<file path="config.mk">
export PLATFORM = sky130hd
export DESIGN_NAME = reg_bank
export DESIGN_NICKNAME = d
export VERILOG_FILES = /design/src/rtl/reg_bank_pkg.sv /design/src/rtl/sync_ff.sv /design/src/rtl/reg_bank.sv
export SDC_FILE = /design/constraint.sdc
export NUM_CORES = 1
export LEC_CHECK = 0
export BUFFER_PORTS_ARGS = -buffer_cell sky130_fd_sc_hd__buf_2
export CAP_MARGIN = 20
export CORE_MARGIN = 2
export CORE_UTILIZATION = 45
export DETAILED_ROUTE_END_ITERATION = 7
export PLACE_DENSITY = 0.84
export SYNTH_ARGS = -nofsm -noshare
export SYNTH_HDL_FRONTEND = slang
export SYNTH_SLANG_ARGS = --single-unit
</file>
<file path="constraint.sdc">
create_clock -name clk -period 1.93 [get_ports clk]
set_input_delay 0.386 -clock clk [delete_from_list [all_inputs] [get_ports clk]]
set_output_delay 0.386 -clock clk [all_outputs]
set_load 0.01 [all_outputs]
</file>
<file path="src/rtl/reg_bank_pkg.sv">
// Shared types and constants for the configuration register bank.
package reg_bank_pkg;

  typedef enum logic {IDLE, ACK} wr_state_t;

  localparam int unsigned SYNC_STAGES_MIN = 2;

endpackage

</file>
<file path="src/rtl/sync_ff.sv">
// Single-bit synchroniser chain with synchronous reset.
module sync_ff
  import reg_bank_pkg::*;
#(
  parameter int unsigned STAGES  = 2,
  parameter logic        RST_VAL = 1'b0
) (
  input  logic clk,
  input  logic rst,
  input  logic d,
  output logic q
);

  // Fewer than two stages would not give metastability time to resolve.
  localparam int unsigned N = (STAGES < SYNC_STAGES_MIN) ? SYNC_STAGES_MIN : STAGES;

  (* ASYNC_REG = "TRUE" *) logic [N-1:0] chain;

  always_ff @(posedge clk) begin
    if (rst) chain <= {N{RST_VAL}};
    else     chain <= {chain[N-2:0], d};
  end

  assign q = chain[N-1];

endmodule

</file>
<file path="src/rtl/reg_bank.sv">
// Register bank written through a synchronised four-phase req/ack handshake.
module reg_bank
  import reg_bank_pkg::*;
#(
  parameter int unsigned       DATA_W      = 8,
  parameter int unsigned       NUM_REGS    = 4,
  parameter int unsigned       ADDR_W      = (NUM_REGS > 1) ? $clog2(NUM_REGS) : 1,
  parameter int unsigned       SYNC_STAGES = 2,
  parameter logic [DATA_W-1:0] RESET_VAL   = '0
) (
  input  logic                         clk,
  input  logic                         rst,
  input  logic                         wr_req,
  input  logic [ADDR_W-1:0]            wr_addr,
  input  logic [DATA_W-1:0]            wr_din,
  output logic                         wr_ack,
  output logic                         wr_err,
  input  logic                         err_clr,
  output logic [NUM_REGS-1:0]          upd,
  input  logic [ADDR_W-1:0]            rd_addr,
  output logic [DATA_W-1:0]            rd_data,
  output logic [NUM_REGS*DATA_W-1:0]   all_regs
);

  logic                req_s;
  logic                addr_ok;
  wr_state_t           state;
  logic [DATA_W-1:0]   regs [NUM_REGS];
  logic [NUM_REGS-1:0] wr_hit;

  sync_ff #(.STAGES(SYNC_STAGES), .RST_VAL(1'b0)) u_req_sync (
    .clk (clk),
    .rst (rst),
    .d   (wr_req),
    .q   (req_s)
  );

  always_comb addr_ok = (32'(wr_addr) < NUM_REGS);

  // wr_hit marks the written register; upd replays it one cycle later.
  always_ff @(posedge clk) begin
    if (rst) begin
      state  <= IDLE;
      wr_ack <= 1'b0;
      wr_err <= 1'b0;
      wr_hit <= '0;
      upd    <= '0;
      for (int unsigned i = 0; i < NUM_REGS; i++) regs[i] <= RESET_VAL;
    end else begin
      wr_hit <= '0;
      upd    <= wr_hit;
      if (err_clr) wr_err <= 1'b0;
      unique case (state)
        IDLE: begin
          if (req_s) begin
            state  <= ACK;
            wr_ack <= 1'b1;
            if (addr_ok) begin
              for (int unsigned i = 0; i < NUM_REGS; i++) begin
                if (wr_addr == ADDR_W'(i)) begin
                  regs[i]   <= wr_din;
                  wr_hit[i] <= 1'b1;
                end
              end
            end else begin
              wr_err <= 1'b1;
            end
          end
        end
        ACK: begin
          if (!req_s) begin
            state  <= IDLE;
            wr_ack <= 1'b0;
          end
        end
      endcase
    end
  end

  // Out-of-range addresses read as zero; same-cycle writes are not bypassed.
  always_ff @(posedge clk) begin
    if (rst) begin
      rd_data <= '0;
    end else begin
      rd_data <= '0;
      for (int unsigned i = 0; i < NUM_REGS; i++) begin
        if (rd_addr == ADDR_W'(i)) rd_data <= regs[i];
      end
    end
  end

  always_comb begin
    all_regs = '0;
    for (int unsigned i = 0; i < NUM_REGS; i++) all_regs[i*DATA_W +: DATA_W] = regs[i];
  end

endmodule

</file>
==> run summary, run 1 <==
The run finished with clean final reports. The cell family contributing the most delay on the critical path is compound AO/OA/AOI/OAI gates. The distinct cell type count of the synthesized netlist came out at 24. The worst setup path is launched from a flip-flop. Leaving out fill and tap cells, the most frequent cell in the layout is sky130_fd_sc_hd__buf_2. The number of buffers added to fix hold violations after cts came out at 0. The total wire length is 3760 um. The vias after detailed routing is 1,227. In this run the tightest slew margin relative to its limit is 57.9%. During I/O placement, the number of pins put on the boundary was 62.

The floorplan step set the die height to 70.9 um. The final number of hold-violating endpoints is 0. The synthesized instance count came out at 141. In the routed design, unresolved DRC markers number 0. Dividing the final minimum period by the clock period gives 85.0%. The number of violations reported at the end of detailed-routing iteration 0 came out at 56. The number of global-route vias before repair came out at 1,202. The source-to-sink clock delay at the later pin of the worst-skew pair came out at 0.30 ns. The number of placement rows is 24. The count of max-cap constraint violations came out at 0. The total CTS buffers is 5. The required time at the endpoint of the critical path came out at 1.95 ns. The max-slew violation total from the final report is 0. The total setup buffers inserted after CTS is 0. The sequential share of the synthesized area is 67.7%. The final total negative setup slack came out at 0 ns. The total number of nets in the final design is 220.

The count of instances resized after the clock tree is built is 0. The routability congestion estimate from global placement is 0.880. The number of iterations in the first detailed-routing pass came out at 4.

The largest net degree at the start of global routing is 17. After clock tree synthesis, the clock-pin slew on the worst setup and hold paths is 0.08 ns. The area growth from synthesis to layout is 20.6%. The detail route stage leaves a number of antenna-violating nets equal to 0.

The maximum net fanout on the critical path came out at 5. The clock skew came out at 0.00543 ns. The root buffer cell chosen for the clock tree is sky130_fd_sc_hd__clkbuf_8. The net count of the mapped netlist is 157. The global-route usage over all layers came out at 16.1%.

For this run the aggregate overflow at the end of global routing stands at 0. The minimum period implied by the final worst setup slack is 1.64 ns. The HPWL reported at the end of detailed placement came out at 2800 um. The slowest stage of the critical path belongs to the cell sky130_fd_sc_hd__o21ai_0. The average wire per cell in the routed design is 14.6 um. No sink is reached through more buffers than the 2 on the longest clock path. The capturing element type of the critical path is a flip-flop. The total chip power came out at 1.97 mW. For this run, the number of Yosys warnings is 0. After synthesis the netlist holds a flip-flop and latch count of 52. Setup violations remaining at the end of the flow were counted as 0.

TritonCTS built the clock tree. The achievable frequency came out at 0.609 GHz. STA puts the critical path data arrival time at 1.66 ns. The critical path is of the reg -> reg type. In this run the number of H-tree levels came out at 2. Traced cell by cell, the critical path runs through nand3b_4 > o21ai_0 > buf_4. The width of the chip is 70.9 um. The min-delay analysis places its worst path in the category in -> reg. The initial core utilization came out at 46.5%. The reg-to-reg setup timing slack is 0.29 ns. The first-pass GRT wire length is 5840 um. The area of the core region came out at 0.00432 sq mm.

Clock tree synthesis found a total of 52 sinks. The number of vias per cell came out at 4.77. Setup repair after global routing left no endpoint under its margin. Counting both buffers and inverters, the worst setup path holds a total of 1.

The worst-case IR drop observed on VDD is 453 uV. The die outline area is 0.00502 sq mm. Power spread over the standard cell area amounts to 811 mW/mm^2.

Leaving out fill and tap cells, the most frequent cells in the layout are 59 x sky130_fd_sc_hd__buf_2, 32 x sky130_fd_sc_hd__and2_1, 32 x sky130_fd_sc_hd__edfxtp_1. The number of buffer cells added on primary ports came out at 59. The antenna diode count came out at 0. The initial antenna violation count came to 0. The static leakage is 1.12 nW. The share of post-route cells with drive strength above 1 came out at 36.6%. The actual slew at the worst max-slew pin is 0.625 ns. The post-synthesis cell area is 0.00201 sq mm.

The largest single stage delay on the critical path is 0.53 ns. The average instance area after synthesis is 14.3 sq um.
==> metrics by stage <==
step | cells | setup WS, ns | util (%) | instance area, sq um | hold slack (ns)
final | 257 | 0.289 | 56.1 | 2430 | 0.300
after CTS | 257 | 0.274 | 56.1 | 2430 | 0.289
after global placement | 249 | 0.233 | 54.2 | 2340 | 0.418
after floorplan | 141 | 0.354 | - | 2010 | 0.414
after global routing | 257 | 0.193 | 56.1 | 2430 | 0.306
after detailed placement | 249 | 0.158 | 54.2 | 2340 | 0.425
==> worst paths after layout <==
kind	from	depth (start not counted)	endpoint
min reg2reg	wr_hit[1]	1	upd[1]
min	wr_req	2	u_req_sync.chain[0]
max reg2reg	u_req_sync.chain[1]	3	regs[2][1]
max	u_req_sync.chain[1]	3	regs[2][1]
==> where the power goes <==
group	total, mW	leakage (nW)	internal [mW]	switching [mW]
clock	0.574	0.0422	0.255	0.319
sequential	1.23	0.502	1.21	0.0177
combinational	0.162	0.574	0.0666	0.0952
==> synth_stat cells <==
cell | number | area share, %
sky130_fd_sc_hd__and2_1 | 32 | 10
sky130_fd_sc_hd__edfxtp_1 | 32 | 48
sky130_fd_sc_hd__dfxtp_1 | 20 | 20
sky130_fd_sc_hd__mux2i_1 | 16 | 8.0
sky130_fd_sc_hd__o22ai_1 | 8 | 2.5
sky130_fd_sc_hd__nor2b_1 | 6 | 1.9
sky130_fd_sc_hd__buf_6 | 3 | 1.7
sky130_fd_sc_hd__o21ai_0 | 3 | 0.75
sky130_fd_sc_hd__and3_1 | 2 | 0.62
sky130_fd_sc_hd__buf_4 | 2 | 0.75
sky130_fd_sc_hd__inv_1 | 2 | 0.37
sky130_fd_sc_hd__nor3_4 | 2 | 1.6
sky130_fd_sc_hd__o31ai_1 | 2 | 0.75
sky130_fd_sc_hd__a21oi_1 | 1 | 0.25
sky130_fd_sc_hd__and2b_4 | 1 | 0.50
sky130_fd_sc_hd__buf_1 | 1 | 0.19
sky130_fd_sc_hd__buf_2 | 1 | 0.25
sky130_fd_sc_hd__conb_1 | 1 | 0.19
sky130_fd_sc_hd__inv_2 | 1 | 0.19
sky130_fd_sc_hd__nand2_1 | 1 | 0.19
sky130_fd_sc_hd__nand2_2 | 1 | 0.31
sky130_fd_sc_hd__nand3b_4 | 1 | 1.0
sky130_fd_sc_hd__nor2_1 | 1 | 0.19
sky130_fd_sc_hd__or2_1 | 1 | 0.31
==> flip-flops by register name (all words and copies together) (netlist names) <==
signal,count
wr_hit,4
regs,32
u_req_sync.chain,2
state,1
rd_data,8
wr_ack,1
upd,4
==> per-layer routing <==
metal | track usage, % | up-vias | part of all wire, %
met1 | 17.8 | 565 | 39
met5 | 0 | - | 0
li1 | - | 619 | -
met3 | 4.56 | 6 | 5.3
met2 | 27.8 | 37 | 53
met4 | 8.81 | 0 | 2.1
==> area by class of cell <==
cell class	count	area, sq um
timing repair buffer	63	325
tap	52	65.1
fill	367	1900
clock buffer	7	76.3
multi-input combinational	79	582
clock inverter	1	5.00
sequential	52	1360
inverter	3	11.3
==> kinds of logic after synthesis <==
logic type / after synthesis / synth area share [%]
DFF: 52 / 67.7
and+or+nand+nor: 48 / 16.5
muxes: 16 / 7.96
AOI/OAI and AO/OA: 14 / 4.23
buffers and inverters: 10 / 3.42
other: 1 / 0.186
No activity file was read; power rests on OpenSTA's default activity.
==> run 2: changes to the inputs <==
--- a/config.mk
+++ b/config.mk
@@ -8,9 +8,9 @@
 export BUFFER_PORTS_ARGS = -buffer_cell sky130_fd_sc_hd__buf_2
 export CAP_MARGIN = 20
 export CORE_MARGIN = 2
-export CORE_UTILIZATION = 45
+export CORE_UTILIZATION = 37
 export DETAILED_ROUTE_END_ITERATION = 7
-export PLACE_DENSITY = 0.84
+export PLACE_DENSITY = 0.73
 export SYNTH_ARGS = -nofsm -noshare
 export SYNTH_HDL_FRONTEND = slang
 export SYNTH_SLANG_ARGS = --single-unit
==> constraint.sdc (replaced) <==
create_clock -name clk -period 1.93 [get_ports clk]
set_input_delay 0.2895 -clock clk [delete_from_list [all_inputs] [get_ports clk]]
set_output_delay 0.2895 -clock clk [all_outputs]
set_load 0.01 [all_outputs]
==> run 2 against run 1 <==
Die area grew 20%. Highest routed layer unchanged. Wire length increased by 6.0%. Flip-flop and latch count did not move. First-iteration DRC count grew 130%. Clock power is 11% higher. Count of clock-buffer cells in the layout shrank 1. Combinational power barely moved. Largest cell class unchanged.
==> run summary, run 2 (synthesized netlist as in run 1, its figures left out) <==
The run finished with clean final reports. The TritonCTS clock tree is done. The number of buffer cells added on primary ports came out at 59. The register with the most flip-flops in the final layout is regs. In this run the post-CTS setup repair buffer count came out at 0. The total overflow left after global routing is 0.

The count of unresolved DRC violations after routing came out at 0. The largest net degree at the start of global routing is 17. The global-route usage over all layers is 13.9%. After clock tree synthesis, the clock-pin slew on the worst setup and hold paths is 0.09 ns. The number of violations reported at the end of detailed-routing iteration 0 came out at 131. The total number of nets in the final design is 220. The type of the most critical hold path is in -> reg. The library cells used most frequently in the layout, excluding fill and tap cells, are 59 x sky130_fd_sc_hd__buf_2, 32 x sky130_fd_sc_hd__and2_1, 32 x sky130_fd_sc_hd__edfxtp_1. The max-slew violation total from the final report came out at 0. The flip-flop count of the largest register after layout is 32.

The first-pass GRT wire length is 6340 um. Post-CTS repair changed the size of 0 cells. For this block, the via count after detailed routing is 1,252. The type of the worst setup path is reg -> reg. In the final layout, the registers with the most flip-flops are regs x32, rd_data x8. The total CTS buffers came out at 5. The die outline area is 0.00604 sq mm. The width of the chip is 77.7 um. The final number of hold-violating endpoints is 0. The number of global-route vias before repair came out at 1,277. For this design, the slowest cell found on the critical path is sky130_fd_sc_hd__o21ai_0. The routability congestion estimate from global placement is 0.783. The antenna diode count is 0. The total wire length came out at 3990 um.

The H-tree depth reported by CTS is 2. Of all nets on the critical path, the largest fanout is 5. Summed over all cells, the static leakage comes to 1.12 nW. The number of standard cells in the final layout excluding fillers is 275. Setup repair after global routing left no endpoint under its margin.

Across the VDD grid, the largest voltage drop is 313 uV. The initial antenna violation count came out at 0. The layout overhead on the synthesized area is 22.5%. The later pin in the worst-skew pair is clocked with a latency of 0.31 ns. Data on the critical path arrives at its endpoint at 1.57 ns. Leaving out fill and tap cells, the most frequent cell in the layout is sky130_fd_sc_hd__buf_2.

The required time at the endpoint of the critical path is 1.95 ns. The total clock sinks is 52. For this design the ratio of total power to cell area is 826 mW/mm^2. The minimum period implied by the final worst setup slack is 1.55 ns. At the pin with the least slew margin, the transition time is 0.541 ns. The initialized floorplan defines 26 standard-cell rows. Setup violations remaining at the end of the flow were counted as 0. In this run the remaining antenna-violating nets after routing total 0.

In the routed layout, each cell is associated on average with a via count of 4.55. The achievable frequency is 0.644 GHz. The capturing element type of the critical path is a flip-flop. STA classifies the critical path startpoint as a flip-flop. The floorplan die height came out at 77.7 um.

The count of max-cap constraint violations is 0. The final total negative setup slack is 0 ns. The headroom to the max-slew limit is 63.5%. The initial core utilization is 38.9%. The final clock period utilization by the worst path is 80.4%.

The average wire per cell in the routed design is 14.5 um. The area of the core region came out at 0.00517 sq mm. For this run, the slowest stage of the critical path takes 0.47 ns.

Pin placement for this block handled 62 I/O pins. Walking the worst path, the cells encountered are nand3b_4 > o21ai_0 > buf_4. Across the routed clock network, the largest skew measured is 0.00734 ns. The number of hold buffers added after CTS was 0.

The share of post-route cells with drive strength above 1 is 37.6%. CTS placed an instance of sky130_fd_sc_hd__clkbuf_8 at the clock tree root. The cell count after placement came out at 267. The first detailed-routing pass took 4 iterations. The maximum buffer depth of the clock tree is 2.
[run 2: stage by stage]
stage          hold slack (ns)  total power [mW]  setup slack [ns]  cell area (sq um)  utilization, %
6_report                 0.196              2.03             0.378               2460            47.6
5_1_grt                  0.241              2.12             0.264               2460            47.6
4_1_cts                  0.188              2.06             0.336               2460            47.6
3_5_place_dp             0.426              1.42             0.320               2370            45.8
3_3_place_gp             0.422              1.42             0.375               2370            45.8
2_1_floorplan            0.377              1.35             0.354               2010               -
[run 2: worst paths after layout]
kind | end | cells past startpoint | from | slack (ns)
max | regs[3][7] | 3 | u_req_sync.chain[1] | 0.38
min | u_req_sync.chain[0] | 2 | wr_req | 0.20
max reg2reg | regs[3][7] | 3 | u_req_sync.chain[1] | 0.38
min reg2reg | upd[1] | 1 | wr_hit[1] | 0.44
[run 2: critical path: cells and delay by family (launching register included)]
kind | cells | cell delay [ns]
AOI/OAI and AO/OA | 1 | 0.47
DFF | 1 | 0.42
buffers and inverters | 1 | 0.25
and+or+nand+nor | 1 | 0.14
[run 2: final cells by class]
type | count | area (sq um)
fill | 447 | 2710
sequential | 52 | 1360
multi-input combinational | 79 | 582
timing repair buffer | 63 | 325
tap | 70 | 87.6
clock buffer | 6 | 82.6
clock inverter | 2 | 13.8
inverter | 3 | 11.3
[run 2: routing by layer]
metal / vias up / GRT usage, % / wire, um
li1: 618 / - / -
met4: 0 / 4.82 / 42
met1: 589 / 15.3 / 1640
met2: 39 / 25.3 / 2070
met5: - / 0 / 0
met3: 6 / 4.19 / 238
[run 2: power breakdown]
part / internal [mW] / total [mW] / switching (mW) / leakage, nW
clock: 0.292 / 0.639 / 0.347 / 0.0477
combinational: 0.0667 / 0.163 / 0.0963 / 0.574
sequential: 1.21 / 1.23 / 0.0180 / 0.502
total: 1.57 / 2.03 / 0.462 / 1.12
